===== src/rtl/serial_tx_arbiter.sv =====
// Round-robin arbiter feeding a single UART-style serializer: one requester's
// byte per frame, framed START / 8 data LSB-first / even parity / STOP.
module serial_tx_arbiter #(
  parameter int NREQ     = 4,
  parameter int BAUD_DIV = 4
) (
  input  logic              clk,
  input  logic              reset,
  input  logic              en,
  input  logic [NREQ-1:0]   req,
  input  logic [8*NREQ-1:0] req_data,
  output logic [NREQ-1:0]   ack,
  output logic              tx_out,
  output logic              busy,
  output logic [1:0]        cur_id,
  output logic              frame_done
);

  typedef enum logic [2:0] {
    S_IDLE   = 3'd0,
    S_START  = 3'd1,
    S_DATA   = 3'd2,
    S_PARITY = 3'd3,
    S_STOP   = 3'd4
  } state_e;

  localparam logic [7:0] TMAX = 8'(BAUD_DIV - 1);

  state_e          state_q, state_d;
  logic [7:0]      timer_q, timer_d;
  logic [2:0]      bit_idx_q, bit_idx_d;
  logic [7:0]      data_q, data_d;
  logic [1:0]      last_q, last_d;
  logic [NREQ-1:0] ack_q, ack_d;
  logic            tx_q, tx_d;
  logic            busy_q, busy_d;
  logic [1:0]      cur_id_q, cur_id_d;
  logic            frame_done_q, frame_done_d;

  logic            grant_vld;
  logic [1:0]      grant_id;
  logic            bit_end;
  logic [2:0]      nxt_idx;

  // Scan from lowest to highest priority so the nearest requester after
  // last_q is the final assignment; offset NREQ wraps to last_q itself.
  always_comb begin
    logic [1:0] idx;
    grant_vld = 1'b0;
    grant_id  = last_q;
    idx       = last_q;
    for (int k = NREQ; k >= 1; k--) begin
      idx = last_q + 2'(k);
      if (req[idx]) begin
        grant_vld = 1'b1;
        grant_id  = idx;
      end
    end
  end

  assign bit_end = (timer_q == TMAX);
  assign nxt_idx = bit_idx_q + 3'd1;

  always_comb begin
    state_d      = state_q;
    timer_d      = timer_q;
    bit_idx_d    = bit_idx_q;
    data_d       = data_q;
    last_d       = last_q;
    ack_d        = '0;
    tx_d         = tx_q;
    busy_d       = busy_q;
    cur_id_d     = cur_id_q;
    frame_done_d = 1'b0;

    if (state_q != S_IDLE)
      timer_d = bit_end ? 8'd0 : timer_q + 8'd1;

    unique case (state_q)
      S_IDLE: begin
        if (en && grant_vld) begin
          state_d         = S_START;
          timer_d         = 8'd0;
          bit_idx_d       = 3'd0;
          data_d          = req_data[8*grant_id +: 8];
          last_d          = grant_id;
          ack_d[grant_id] = 1'b1;
          cur_id_d        = grant_id;
          tx_d            = 1'b0;
          busy_d          = 1'b1;
        end
      end
      S_START: begin
        if (bit_end) begin
          state_d   = S_DATA;
          bit_idx_d = 3'd0;
          tx_d      = data_q[0];
        end
      end
      S_DATA: begin
        if (bit_end) begin
          if (bit_idx_q == 3'd7) begin
            state_d = S_PARITY;
            tx_d    = ^data_q;
          end else begin
            bit_idx_d = nxt_idx;
            tx_d      = data_q[nxt_idx];
          end
        end
      end
      S_PARITY: begin
        if (bit_end) begin
          state_d = S_STOP;
          tx_d    = 1'b1;
        end
      end
      S_STOP: begin
        if (bit_end) begin
          state_d      = S_IDLE;
          tx_d         = 1'b1;
          busy_d       = 1'b0;
          frame_done_d = 1'b1;
        end
      end
      default: begin
        state_d = S_IDLE;
        tx_d    = 1'b1;
        busy_d  = 1'b0;
      end
    endcase
  end

  always_ff @(posedge clk) begin
    if (reset) begin
      state_q      <= S_IDLE;
      timer_q      <= 8'd0;
      bit_idx_q    <= 3'd0;
      data_q       <= 8'd0;
      last_q       <= 2'd3;
      ack_q        <= '0;
      tx_q         <= 1'b1;
      busy_q       <= 1'b0;
      cur_id_q     <= 2'd0;
      frame_done_q <= 1'b0;
    end else begin
      state_q      <= state_d;
      timer_q      <= timer_d;
      bit_idx_q    <= bit_idx_d;
      data_q       <= data_d;
      last_q       <= last_d;
      ack_q        <= ack_d;
      tx_q         <= tx_d;
      busy_q       <= busy_d;
      cur_id_q     <= cur_id_d;
      frame_done_q <= frame_done_d;
    end
  end

  assign ack        = ack_q;
  assign tx_out     = tx_q;
  assign busy       = busy_q;
  assign cur_id     = cur_id_q;
  assign frame_done = frame_done_q;

endmodule

===== config.mk =====
export PLATFORM = sky130hd
export DESIGN_NAME = serial_tx_arbiter
export DESIGN_NICKNAME = d
export VERILOG_FILES = /design/src/rtl/serial_tx_arbiter.sv
export SDC_FILE = /design/constraint.sdc
export NUM_CORES = 1
export LEC_CHECK = 0
export ABC_AREA = 1
export ABC_CLOCK_PERIOD_IN_PS = 3200
export CORE_ASPECT_RATIO = 1.1
export CORE_MARGIN = 5
export CORE_UTILIZATION = 44
export CTS_BUF_LIST = sky130_fd_sc_hd__clkbuf_4
export DETAILED_ROUTE_END_ITERATION = 10
export GPL_TIMING_DRIVEN = 0
export PLACE_DENSITY = 0.73
export SKIP_LAST_GASP = 1
export SLEW_MARGIN = 10
export SYNTH_ARGS = -nofsm -noshare
export SYNTH_HDL_FRONTEND = slang
export SYNTH_SLANG_ARGS = --single-unit

===== constraint.sdc =====
create_clock -name clk -period 3.2 [get_ports clk]
set_input_delay 0.96 -clock clk [delete_from_list [all_inputs] [get_ports clk]]
set_output_delay 0.96 -clock clk [all_outputs]
set_load 0.01 [all_outputs]

==> summary.md <==
| Metric | Value |
|---|---|
| Status | completed |
| Worst path most repeated cell | nand2_1 |
| Layout Utilization | 0.570 |
| Worst Hold Path Cells | 2 |
| H-Tree Depth | 2 |
| Unrepaired setup endpoints after global routing | false |
| Clock sink count | 33 |
| Port Buffers | 46 |
| R2R depth | 14 |
| Critical Path RT | 3440 ps |
| Row count | 27 |
| Pwr dens | 857 nW/um^2 |
| Slowest CP cell | clkdlybuf4s50_1 |
| Seq/Total Area, Yosys | 0.298 |
| First-pass GRT wire length | 8.87 mm |
| Main synth FF type | dfxtp_1 |
| Netlist cell types | 35 |
| Final number of hold-violating endpoints | 0 |
| Slew HR | 0.688 |
| Arrival time of the worst setup path | 2640 ps |
| Crit-path max FO | 10 |
| Crit path time final | 2400 ps |
| Die ar. | 6560 sq um |
| YS warnings | 0 |
| Ys async rst share | 0 |
| Final Max Slew Viols | 0 |
| Placed insts | 409 |
| Hold Slack | 479 ps |
| Non-Filler Instances | 417 |
| Setup violators final | 0 |
| Avg Inst Size Synth | 7.27 sq um |
| Register-to-register setup slack | 1370 ps |
| Maximum vdd drop | 435 uV |
| Leakage | 1.19 nW |
| Crit path kind | in -> reg |
| Routed WL per cell | 12.1 um |
| Root Driver | clkbuf_4 |
| Syn Std Cell Area | 2220 sq um |
| 1st-iter DRT viols | 94 |
| EDFF count, synth | 0 |
| CTS buffer count | 5 |
| Die W | 77.7 um |
| DP Worst Slack | 457 ps |
| CTS max path bufs | 2 |
| DPL Wire Length | 4.07 mm |
| Vias in the first global route | 2101 |
| DRC viols | 0 |
| Post-CTS setup buffers | 0 |
| Via count | 2094 |
| Antenna-violating nets left | 0 |
| Register bit total from synthesis | 33 |
| Setup ws final | 803 ps |
| CTS resizes | 0 |
| Drt via density | 5.02 |
| First-pass iteration count of the detailed router | 4 |
| Synthesized instance count | 305 |
| Latest clock arrival within the worst-skew pair | 340 ps |
| Starting Density | 0.446 |
| Detailed Route WL | 5.04 mm |
| Remaining Overflow, GRT | 0 |
| Mapped Nets | 347 |
| Setup Skew | 7.69 ps |
| Number of hold buffers added after CTS | 0 |
| Gp weighted congestion | 0.850 |
| Core area | 4970 sq um |
| I/O pin cnt | 48 |
| Largest net degree at the start of global routing | 11 |
| Worst hold path type | reg -> reg |
| Share of post-route cells with drive strength above 1 | 0.153 |
| Total global routing track utilization | 0.162 |
| Die Span Y | 84.5 um |
| # diodes | 0 |
| Startpoint types | primary input |
| Max_cap viols | 0 |
| Fin crit share | 0.749 |
| Final net count | 400 |
| Setup TNS | 0 ps |
| Worst slew pin tran | 468 ps |
| Worst path max stage delay | 480 ps |
| Worst path cell trace | clkdlybuf4s50_1 > inv_1 > nand2_1 > nand2_1 > nand2_1 > nand3_2 > nand2_4 > inv_2 > buf_4 > nand3_1 > nand3_1 > nor2_1 > nor2_1 |
| Layout area overhead | 27.6% |
| Initial antenna violation count | 0 |
| Clk pin slew, worst setup/hold paths | 100 ps |
| Worst Setup End Kind | register |
| CTS tree | done |
| Fmax achieved | 0.417 GHz |
through the flow:
stage / power [mW] / cell area (sq um)
after CTS: 2.44 / 2830
after global placement: 2.09 / 2750
after detailed placement: 2.12 / 2750
after floorplan: 1.79 / 2220
after global routing: 2.65 / 2830
final: 2.42 / 2830
cell families (layout without fill, tap and decap cells):
| kind of cell | Yosys count | after routing | share of synthesized area |
|---|---|---|---|
| AO/OA/AOI/OAI | 34 | 34 | 0.0830 |
| multiplexers | 1 | 1 | 0.00451 |
| buffers and inverters | 33 | 87 | 0.0858 |
| adder cells (fa/ha/maj) | 3 | 3 | 0.0169 |
| flip-flops | 33 | 33 | 0.298 |
| AND/OR/NAND/NOR | 193 | 193 | 0.480 |
| XOR/XNOR | 8 | 8 | 0.0316 |
power by group:
group	leakage (nW)	internal [mW]	switching, mW
clock	0.0433	0.171	0.144
sequential	0.270	0.510	0.0857
combinational	0.880	0.615	0.897
total	1.19	1.30	1.13
Yosys cell counts, drive strengths merged (3+ instances only):
cell type / count / share of area
nand2: 80 / 0.18
nor2: 43 / 0.084
nand3: 37 / 0.12
dfxtp: 33 / 0.30
inv: 23 / 0.040
o21ai: 17 / 0.040
a21oi: 13 / 0.029
nand4: 13 / 0.037
nor3: 10 / 0.025
buf: 7 / 0.040
xnor2: 5 / 0.020
ha: 3 / 0.017
nor3b: 3 / 0.010
nor4: 3 / 0.0085
o211ai: 3 / 0.010
xor2: 3 / 0.012
registers in the layout (all words and copies together) (netlist names):
signal / flops
state_q: 3
timer_q: 8
cur_id: 2
bit_idx_q: 3
tx_out: 1
ack: 4
data_q: 8
last_q: 2
busy: 1
frame_done: 1
path summary, 6_finish.rpt:
check,start,end
min,bit_idx_q[1],bit_idx_q[1]
min reg2reg,bit_idx_q[1],bit_idx_q[1]
max,req[3],data_q[3]
max reg2reg,last_q[0],data_q[3]
layout by cell type, fill, tap and decap left out, drive strengths merged:
| cell type | count |
|---|---|
| xor2 | 3 |
| clkbuf | 8 |
| nand4 | 13 |
| o211ai | 3 |
| and2 | 2 |
| nor4 | 3 |
| clkdlybuf4s50 | 46 |
| a21oi | 13 |
| nor3 | 10 |
| inv | 23 |
| nand3 | 37 |
| mux2i | 1 |
| nor2 | 43 |
| o21a | 1 |
| clkinv | 2 |
| ha | 3 |
| or2 | 2 |
| nor3b | 3 |
| o21ai | 17 |
| nand2 | 80 |
| dfxtp | 33 |
| bufinv | 1 |
| buf | 7 |
| xnor2 | 5 |
metal layers:
metal	GRT usage	vias up	wire length (um)
met2	0.276	58	2410
met4	0.0578	0	68
met3	0.0494	7	348
met1	0.189	905	2210
met5	0	-	0
li1	-	1124	-
worst max-delay path, delay by kind of cell:
family / cells / cell delay, ps
buf+inv: 4 / 830
simple gates: 9 / 840
final cells by class:
type,count,area (sq um)
plain buffers,9,96.3
clock buffers,6,45.0
clock inverters,2,33.8
fillers,497,2140
inverters,24,93.8
multi-input cells,239,1370
flip-flops and latches,33,661
well taps,58,72.6
repair buffers,46,460
Note: power is estimated with default switching activity, not from simulation.
